==> src/rtl/imgmem_write_arbiter.sv <==
// Write arbiter for the single-port image memory: buffers writer traffic in a
// FIFO and drains it only while video is blanked, so VGA fetches are never displaced.
module imgmem_write_arbiter #(
  parameter int FIFO_DEPTH        = 16,
  parameter bit DRAIN_VBLANK_ONLY = 1'b0
) (
  input  logic        iVGA_CLK,
  input  logic        reset,
  input  logic        iBLANK_n,
  input  logic        iVS,
  input  logic [18:0] vga_addr,
  input  logic        wr_valid,
  input  logic [18:0] wr_addr,
  input  logic [7:0]  wr_data,
  input  logic        hold,
  output logic        wr_full,
  output logic [8:0]  wr_count,
  output logic        overflow,
  output logic [18:0] mem_addr,
  output logic [7:0]  mem_data,
  output logic        mem_wren,
  output logic [15:0] frame_count
);

  localparam int         AW        = (FIFO_DEPTH > 1) ? $clog2(FIFO_DEPTH) : 1;
  localparam logic [8:0] DEPTH_CNT = 9'(FIFO_DEPTH);

  logic [18:0]   addr_mem [FIFO_DEPTH];
  logic [7:0]    data_mem [FIFO_DEPTH];

  logic [AW-1:0] wr_ptr_q, wr_ptr_d;
  logic [AW-1:0] rd_ptr_q, rd_ptr_d;
  logic [8:0]    count_q, count_d;
  logic          full_q, full_d;
  logic          overflow_q, overflow_d;
  logic          vs_q;
  logic          vblank_q, vblank_d;
  logic [15:0]   frame_q, frame_d;

  logic          vs_fall;
  logic          drain_ok;
  logic          grant;
  logic          push;
  logic          drop;

  always_comb begin
    vs_fall  = vs_q & ~iVS;
    drain_ok = ~iBLANK_n & (DRAIN_VBLANK_ONLY ? vblank_q : 1'b1);
    // Reset gating keeps the memory port on the VGA address while reset is held.
    grant    = drain_ok & ~hold & (count_q != 9'd0) & ~reset;
    push     = wr_valid & (~full_q | grant);
    drop     = wr_valid & full_q & ~grant;

    wr_ptr_d   = wr_ptr_q + AW'(push);
    rd_ptr_d   = rd_ptr_q + AW'(grant);
    count_d    = count_q + 9'(push) - 9'(grant);
    full_d     = (count_d == DEPTH_CNT);
    overflow_d = overflow_q | drop;
    frame_d    = frame_q + 16'(vs_fall);

    vblank_d = vblank_q;
    if (vs_fall) begin
      vblank_d = 1'b1;
    end else if (iBLANK_n) begin
      vblank_d = 1'b0;
    end
  end

  always_ff @(posedge iVGA_CLK) begin
    if (reset) begin
      wr_ptr_q   <= '0;
      rd_ptr_q   <= '0;
      count_q    <= '0;
      full_q     <= 1'b0;
      overflow_q <= 1'b0;
      vs_q       <= 1'b1;
      vblank_q   <= 1'b0;
      frame_q    <= '0;
    end else begin
      wr_ptr_q   <= wr_ptr_d;
      rd_ptr_q   <= rd_ptr_d;
      count_q    <= count_d;
      full_q     <= full_d;
      overflow_q <= overflow_d;
      vs_q       <= iVS;
      vblank_q   <= vblank_d;
      frame_q    <= frame_d;
    end
  end

  // Storage needs no reset: the pointers and occupancy alone define validity.
  always_ff @(posedge iVGA_CLK) begin
    if (push) begin
      addr_mem[wr_ptr_q] <= wr_addr;
      data_mem[wr_ptr_q] <= wr_data;
    end
  end

  always_comb begin
    mem_addr = vga_addr;
    mem_data = 8'h00;
    mem_wren = 1'b0;
    if (grant) begin
      mem_addr = addr_mem[rd_ptr_q];
      mem_data = data_mem[rd_ptr_q];
      mem_wren = 1'b1;
    end
  end

  assign wr_full     = full_q;
  assign wr_count    = count_q;
  assign overflow    = overflow_q;
  assign frame_count = frame_q;

endmodule

==> config.mk <==
export PLATFORM = sky130hd
export DESIGN_NAME = imgmem_write_arbiter
export DESIGN_NICKNAME = d
export VERILOG_FILES = /design/src/rtl/imgmem_write_arbiter.sv
export SDC_FILE = /design/constraint.sdc
export NUM_CORES = 1
export LEC_CHECK = 0
export BUFFER_PORTS_ARGS = -buffer_cell sky130_fd_sc_hd__buf_2
export CAP_MARGIN = 20
export CORE_MARGIN = 3
export CORE_UTILIZATION = 50
export DETAILED_ROUTE_END_ITERATION = 8
export HOLD_SLACK_MARGIN = 0.15
export PLACE_DENSITY = 0.67
export REMOVE_ABC_BUFFERS = 1
export SETUP_SLACK_MARGIN = 0.4
export SLEW_MARGIN = 15
export SYNTH_ARGS = -nofsm -noshare
export SYNTH_HDL_FRONTEND = slang
export SYNTH_SLANG_ARGS = --single-unit
==> constraint.sdc <==
create_clock -name iVGA_CLK -period 8.6 [get_ports iVGA_CLK]
set_clock_uncertainty 0.15 [all_clocks]
set_input_delay 0.86 -clock iVGA_CLK [delete_from_list [all_inputs] [get_ports iVGA_CLK]]
set_output_delay 0.86 -clock iVGA_CLK [all_outputs]
set_load 0.02 [all_outputs]
Word-level counts from Yosys, hierarchy flattened

Memories as Yosys holds them, arrays and structs flattened. A register that Yosys moved wholly into a read port is not among the register bits.
Index checks and enable logic that the tools add are counted.
W data, S select, Z words.

Add/subtract/negate cells: 5
Eq/ne operators: 1
Mux-type cells: 7
Bitwise operators: 15
Reductions and logical operators: 1

Operator list:

| kind                 | number |
|---|---|
| $mux W19             | 1 |
| $add A16 B1 Y16      | 1 |
| $add A9 B1 Y9        | 1 |
| $eq A9 B5 Y1 const B | 1 |
| $reduce_bool A9 Y1   | 1 |
| $sub A9 B1 Y9        | 1 |
| $add A4 B1 Y4        | 2 |
| $mux W4              | 2 |
| $mux W8              | 1 |
| $and A1 B1 Y1        | 7 |
| $not A1 Y1           | 6 |
| $mux W1              | 3 |
| $or A1 B1 Y1         | 2 |

Register bits: 36
RAM bits: 432
Input port bits: 52
Output and inout bits: 55
Logic and storage cells: 38
Memories: 2

Memories:

| memory   | depth | bits a word | read ports | clocked after Yosys merged registers in | wr ports | line | text |
|---|---|---|---|---|---|---|---|
| addr_mem | 16    | 19          | 1          | 1                                       | 1        | 28   | `logic [18:0] addr_mem [FIFO_DEPTH];` |
| data_mem | 16    | 8           | 1          | 1                                       | 1        | 29   | `logic [7:0] data_mem [FIFO_DEPTH];` |

Logic depth before layout (Yosys ltp)

Gate-level depths: netlist of run 1.

Word-level depth: 9
Mapped depth: 15

Least setup slack after synthesis of run 1

Ideal clock, no wire load.

Kind: input to register
From: input reset
To: memory addr_mem[8][0], enable pin
Arrival: 3.591 ns
Required time: 8.005 ns
Path slack: 4.415 ns
Cell stages on the path: 6
Path buffers: 1
Path through: clkbuf_1 > nor3_1 > o31ai_1 > nand2_1 > nand4b_1 > nor3_1

Word-level cells in the longest chain between the ends: 6

Ends and longest elaborated chain:

| what                          | line | text |
|---|---|---|
| start, declared               | 8    | `input logic reset,` |
| $not A1 Y1                    | 50   | `grant = drain_ok & ~hold & (count_q != 9'd0) & ~reset;` |
| $and A1 B1 Y1                 | 50   |  |
| $or A1 B1 Y1                  | 51   | `push = wr_valid & (~full_q \| grant);` |
| $and A1 B1 Y1                 | 51   |  |
| $mux W1                       | 93   | `if (push) begin` |
| $mux W1 (implied by the code) | 94   | `addr_mem[wr_ptr_q] <= wr_addr;` |
| end, declared                 | 28   |  |

Every way passes these cells.

==> results of run 1 <==
[sequential cells by signal, indices dropped and copies added, names as in the netlist]
register     cells
frame_count     16
data_mem       128
rd_ptr_q         4
addr_mem       304
wr_full          1
wr_ptr_q         4
overflow         1
vs_q             1
wr_count         9
[metal layers]
layer / track usage (%) / share of wire [%] / up-vias
li1: - / - / 3906
met1: 28.48 / 43 / 4589
met2: 31.94 / 49 / 290
met3: 3.872 / 6.7 / 49
met4: 4.377 / 1.5 / 2
met5: 0 / 0.019 / -
[final cells by class]
| class | instances | share of cell area, % |
|---|---|---|
| diodes | 1 | 0.01187 |
| clock buffers | 59 | 5.895 |
| clock inverters | 27 | 1.276 |
| inverters | 14 | 0.2493 |
| multi-input cells | 366 | 21.51 |
| flip-flops and latches | 468 | 65.02 |
| well taps | 461 | 2.737 |
| repair buffers | 128 | 3.300 |
[power by group]
part	internal (mW)	total (mW)	leakage, nW	switching, mW
Combinational	0.249	0.556	1.85	0.307
Clock	1.17	1.98	0.739	0.810
Sequential	2.54	2.58	4.20	0.0392
[Yosys cell counts, drive strengths merged, types with 17 or more instances]
| master | n | share of area, % |
|---|---|---|
| dfxtp | 36 | 3.9 |
| mux2i | 34 | 1.9 |
| clkbuf | 17 | 0.35 |
| o221ai | 17 | 0.81 |
| mux4 | 118 | 14 |
| nor2 | 42 | 0.86 |
| nand2 | 27 | 0.55 |
| nor2b | 24 | 0.82 |
| buf | 23 | 0.75 |
| edfxtp | 432 | 71 |
| ha | 18 | 1.2 |
[critical path, delay by kind of cell, from the launching register on]
family                 cells  cell delay, ns
AO/OA/AOI/OAI              1            0.16
buffers and inverters      2            1.01
flip-flops                 1            0.94
multiplexers               2            0.86
[cell families after synthesis]
family                   Yosys count  synth area share [%]
flip-flops                       468                 74.61
multiplexers                     155                 16.52
AND/OR/NAND/NOR                  137                 3.702
buffers and inverters             54                 1.384
AO/OA/AOI/OAI                     33                 1.398
XOR/XNOR                          22                 1.050
adder cells (fa/ha/maj)           19                 1.336
[metrics by stage]
step	worst slack [ns]	total power, mW	cells	utilization, %
final	4.004	5.116	1524	58.69
after global routing	3.593	5.312	1523	58.68
after CTS	3.875	5.159	1523	58.68
after detailed placement	3.653	3.181	1437	54.47
after global placement	3.807	3.171	1437	54.47
after floorplan	1.634	3.023	848	-
[how the worst max path moves through the flow]
| stage | cells after the start | slack (ns) | to | start |
|---|---|---|---|---|
| after floorplan | 3 | 1.63 | mem_addr[10] | rd_ptr_q[0] |
| after global placement | 15 | 3.81 | wr_full | reset |
| after detailed placement | 15 | 3.65 | wr_full | reset |
| after CTS | 5 | 3.87 | mem_addr[15] | rd_ptr_q[0] |
| after global routing | 5 | 3.59 | mem_addr[11] | rd_ptr_q[0] |
| final | 5 | 4.00 | mem_addr[11] | rd_ptr_q[0] |
==> impl_metrics.csv, run 1 <==
group,metric,value,unit
run_status,status,"finished clean",
yosys,synth_seq_area_share,74.61,%
power,ir_worst_vdd,0.1786,mV
worst_hold_path,hold_class,"flip-flop to flip-flop",
drt,wl_per_cell,24.69,um
drt,num_vias,8836,
clock_network,cts_sinks,468,
worst_setup_path,timing.rr.end,"wr_full",
worst_hold_path,hold_path_end,"overflow",
die,dieWidth,197.6,um
timing,finalSetupViolCount,0,
final_layout,layout_common_cells,"edfxtp_1 (432), mux4_2 (118), buf_2 (106)",
clock_network,cts_tree,"yes",
die,dieHeight,197.6,um
clock_network,postCtsHoldBufs,0,
global_routing,grt_pass1_wl,57.15,mm
final_layout,nets,1096,
yosys,syn-cell-area,18350,sq um
final_layout,multi_input_area,4534,sq um
timing,rsz0062_at_grt,"false",
timing,max_freq,217.6,MHz
worst_setup_path,max_stage_delay,0.94,ns
worst_setup_path,r2r_slack,4.45,ns
drt,wirelength,37.62,mm
final_layout,area_delta_synth_final,14.85,%
timing,tns,0,ns
drt,final_antenna_net_count,0,
worst_setup_path,cp-start-kind,"flip-flop",
flow_run,cap_violations,0,
drt,dr.pass1.iters,5,
timing,slew_headroom,32.92,%
power,p_per_area,242.7,nW/um^2
timing,tightest_slew,1.006,ns
yosys,yosysUniqueCellTypes,42,
drt,drt_iter0_markers,709,
placement,port_buffers,106,
worst_setup_path,cp.arrival,3.59,ns
worst_setup_path,cp.required,7.59,ns
worst_setup_path,crit_path_top_delay_cell,"dfxtp_4",
placement,placed_cell_area,19560,sq um
timing,timing.final.crit_share,53.44,%
worst_hold_path,hold_path_depth,2,
worst_setup_path,r2r-start,"wr_count[2]",
timing,fin_hold_ws,0.3294,ns
final_layout,postLayoutCellArea,21080,sq um
yosys,async_reset_ff_share,0,%
final_layout,num-fill-cells,2604,
clock_network,cts_root_buf,"clkbuf_16",
worst_setup_path,r2r_cells,16,
placement,gp_congestion,0.7766,
die,rows,69,
yosys,synth-seq-cells,468,
global_routing,grt_max_degree,58,
yosys,ys.flop_type,"edfxtp_1",
clock_network,cts_buffers,47,
die,start_util,51.10,%
clock_network,clk_pin_slew_worst_paths,0.06,ns
global_routing,grt_use_total,19.73,%
final_layout,drive_gt1_share,31.73,%
worst_setup_path,critical_path_class,"flip-flop to primary output",
timing,finalHoldViolations,0,
global_routing,antenna_found_initial,2,
clock_network,cts-resized-gates,0,
final_layout,final_common_cell,"edfxtp_1",
worst_hold_path,min_from,"overflow",
clock_network,postCtsSetupRepairBufs,0,
timing,slew_viol_final,0,
die,dieArea,39040,sq um
die,core,35910,sq um
yosys,synth_edf_count,432,
clock_network,clkLatencyLatePin,0.55,ns
placement,dp_hpwl,20.46,mm
yosys,yosysWarnings,0,
power,p_leak,6.790,nW
yosys,syn_avg_cell_area,20.67,sq um
clock_network,htree_levels,2,
timing,final.min_clock_period,4.596,ns
final_layout,seqCellArea,13700,sq um
clock_network,clockBufferDepth,3,
die,ios,107,
global_routing,grt_pass1_vias,9347,
worst_setup_path,critPathMaxFanout,44,
drt,via_per_inst,5.798,
worst_setup_path,crit_path_cell_trace,"buf_4 -> mux4_2 -> mux2i_1 -> o221ai_1 -> buf_2",
global_routing,overflow,0,
worst_setup_path,worstSetupEndpointType,"primary output",
yosys,netlist_instances,888,
drt,drcViolationCount,0,
No activity file was read; power rests on OpenSTA's default activity.
==> run 2, diff against run 1 <==
clock period = 4.4 ns   (was 8.6 ns; I/O delays follow)
==> impl_metrics.csv, run 2 (same netlist as run 1, synthesis figures left out) <==
group,metric,value,unit
die,core,35910,sq um
placement,post-place-ws,0.6279,ns
die,dieHeight,197.6,um
global_routing,overflow,0,
final_layout,num-fill-cells,2605,
clock_network,cts_root_buf,"clkbuf_16",
global_routing,grt_pass1_wl,58.22,mm
clock_network,clockBufferDepth,3,
timing,slew_viol_final,0,
worst_setup_path,startpoint,"rd_ptr_q[0]",
flow_run,cap_violations,0,
timing,finalHoldViolations,0,
drt,final_antenna_net_count,0,
die,rows,69,
die,ios,107,
final_layout,drive_gt1_share,31.33,%
power,ir_worst_vdd,0.3093,mV
final_layout,nets,1132,
global_routing,grt_max_degree,47,
timing,fin_hold_ws,0.2553,ns
drt,drt_iter0_markers,775,
die,start_util,51.10,%
global_routing,grt_use_total,20.12,%
drt,drcViolationCount,0,
timing,tns,0,ns
drt,wirelength,38.28,mm
clock_network,cts_sinks,468,
final_layout,largest_register,"addr_mem",
clock_network,clkLatencyLatePin,0.55,ns
placement,dp_hpwl,21.78,mm
run_status,status,"finished clean",
timing,tightest_slew,0.8826,ns
drt,num_vias,9089,
worst_setup_path,cp-start-kind,"flip-flop",
timing,rsz0062_at_grt,"false",
global_routing,antenna_found_initial,1,
timing,setup_ws,0.7218,ns
final_layout,antenna_cells,0,
die,dieWidth,197.6,um
power,p_per_area,461.6,nW/um^2
timing,slew_headroom,41.02,%
worst_setup_path,worstSetupEndpointType,"primary output",
power,p_leak,6.916,nW
clock_network,clk_pin_slew_worst_paths,0.06,ns
clock_network,cts-resized-gates,0,
clock_network,cts_tree,"yes",
timing,finalSetupViolCount,0,
worst_setup_path,cp.arrival,3.09,ns
final_layout,largest_reg_flops,304,
final_layout,layout_common_cells,"edfxtp_1 (432), mux4_2 (118), buf_2 (106)",
final_layout,final_util,59.54,%
timing,timing.final.crit_share,83.60,%
worst_setup_path,critical_path_class,"flip-flop to primary output",
clock_network,htree_levels,2,
final_layout,final_common_cell,"edfxtp_1",
clock_network,cts_buffers,47,
global_routing,grt_pass1_vias,9489,
drt,wl_per_cell,24.55,um
worst_setup_path,r2r-start,"wr_count[7]",
drt,dr.pass1.iters,5,
final_layout,area_delta_synth_final,16.52,%
worst_hold_path,min_from,"reset",
timing,max_freq,271.9,MHz
placement,gp_congestion,0.7823,
worst_hold_path,hold_class,"input port to flip-flop",
worst_setup_path,critPathMaxFanout,29,
timing,final.min_clock_period,3.678,ns
die,dieArea,39040,sq um
drt,via_per_inst,5.830,
placement,port_buffers,106,
worst_setup_path,cp.required,3.81,ns
-- run 2: changes by cell type in the layout (fill, tap and decap cells not counted), sizes merged --
cell and change:
dlygate4sd3 +29, buf +7, clkinvlp +3, bufinv -2
clkbuf -2, clkinv +1, diode -1
-- run 2: metrics by stage --
step,area (sq um),power (mW),std cells
floorplan,18150,5.909,848
global placement,19670,6.213,1444
detailed placement,19670,6.241,1444
CTS,21380,9.972,1559
global route,21380,10.26,1559
finish,21380,9.871,1559
-- run 2: report_power, final --
part | switching (mW) | internal, mW
clock | 1.57 | 2.14
sequential | 0.0633 | 4.96
combinational | 0.630 | 0.512
total | 2.27 | 7.60
-- run 2: path summary, 6_finish.rpt --
kind / endpoint / slack [ns] / cells after the start
setup / recovery: mem_addr[14] / 0.72 / 6
hold / removal: wr_ptr_q[2] / 0.26 / 3
setup reg to reg: wr_full / 0.74 / 15
hold reg to reg: overflow / 0.31 / 2
-- run 2: layout make-up --
cell class / instances / area (sq um) / area share [%]
Inverter: 14 / 52.55 / 0.2457
Tap cell: 461 / 576.8 / 2.697
Timing Repair Buffer: 164 / 1089 / 5.090
Clock inverter: 29 / 214.0 / 1.001
Multi-Input combinational cell: 366 / 4534 / 21.20
Sequential cell: 468 / 13700 / 64.09
Clock buffer: 57 / 1214 / 5.675
-- run 2: repair_timing --
item	4_1_cts	5_1_grt
hold buffers	29	0
setup buffers	0	0
endpoints found under the hold margin	434	0
-- run 2: critical path: stages, from the launching register on --
cell	delay (ns)
dfxtp_4	0.63
buf_12	0.30
buf_4	0.36
mux4_2	0.55
mux2i_1	0.28
o221ai_1	0.18
buf_2	0.20
-- run 2: per-layer routing --
| metal | up-vias | track usage [%] | part of all wire [%] |
|---|---|---|---|
| met5 | - | 0 | 0.034 |
| met4 | 2 | 4.325 | 1.6 |
| met3 | 56 | 3.872 | 6.3 |
| met2 | 282 | 33.35 | 50 |
| met1 | 4764 | 28.47 | 42 |
| li1 | 3985 | - | - |
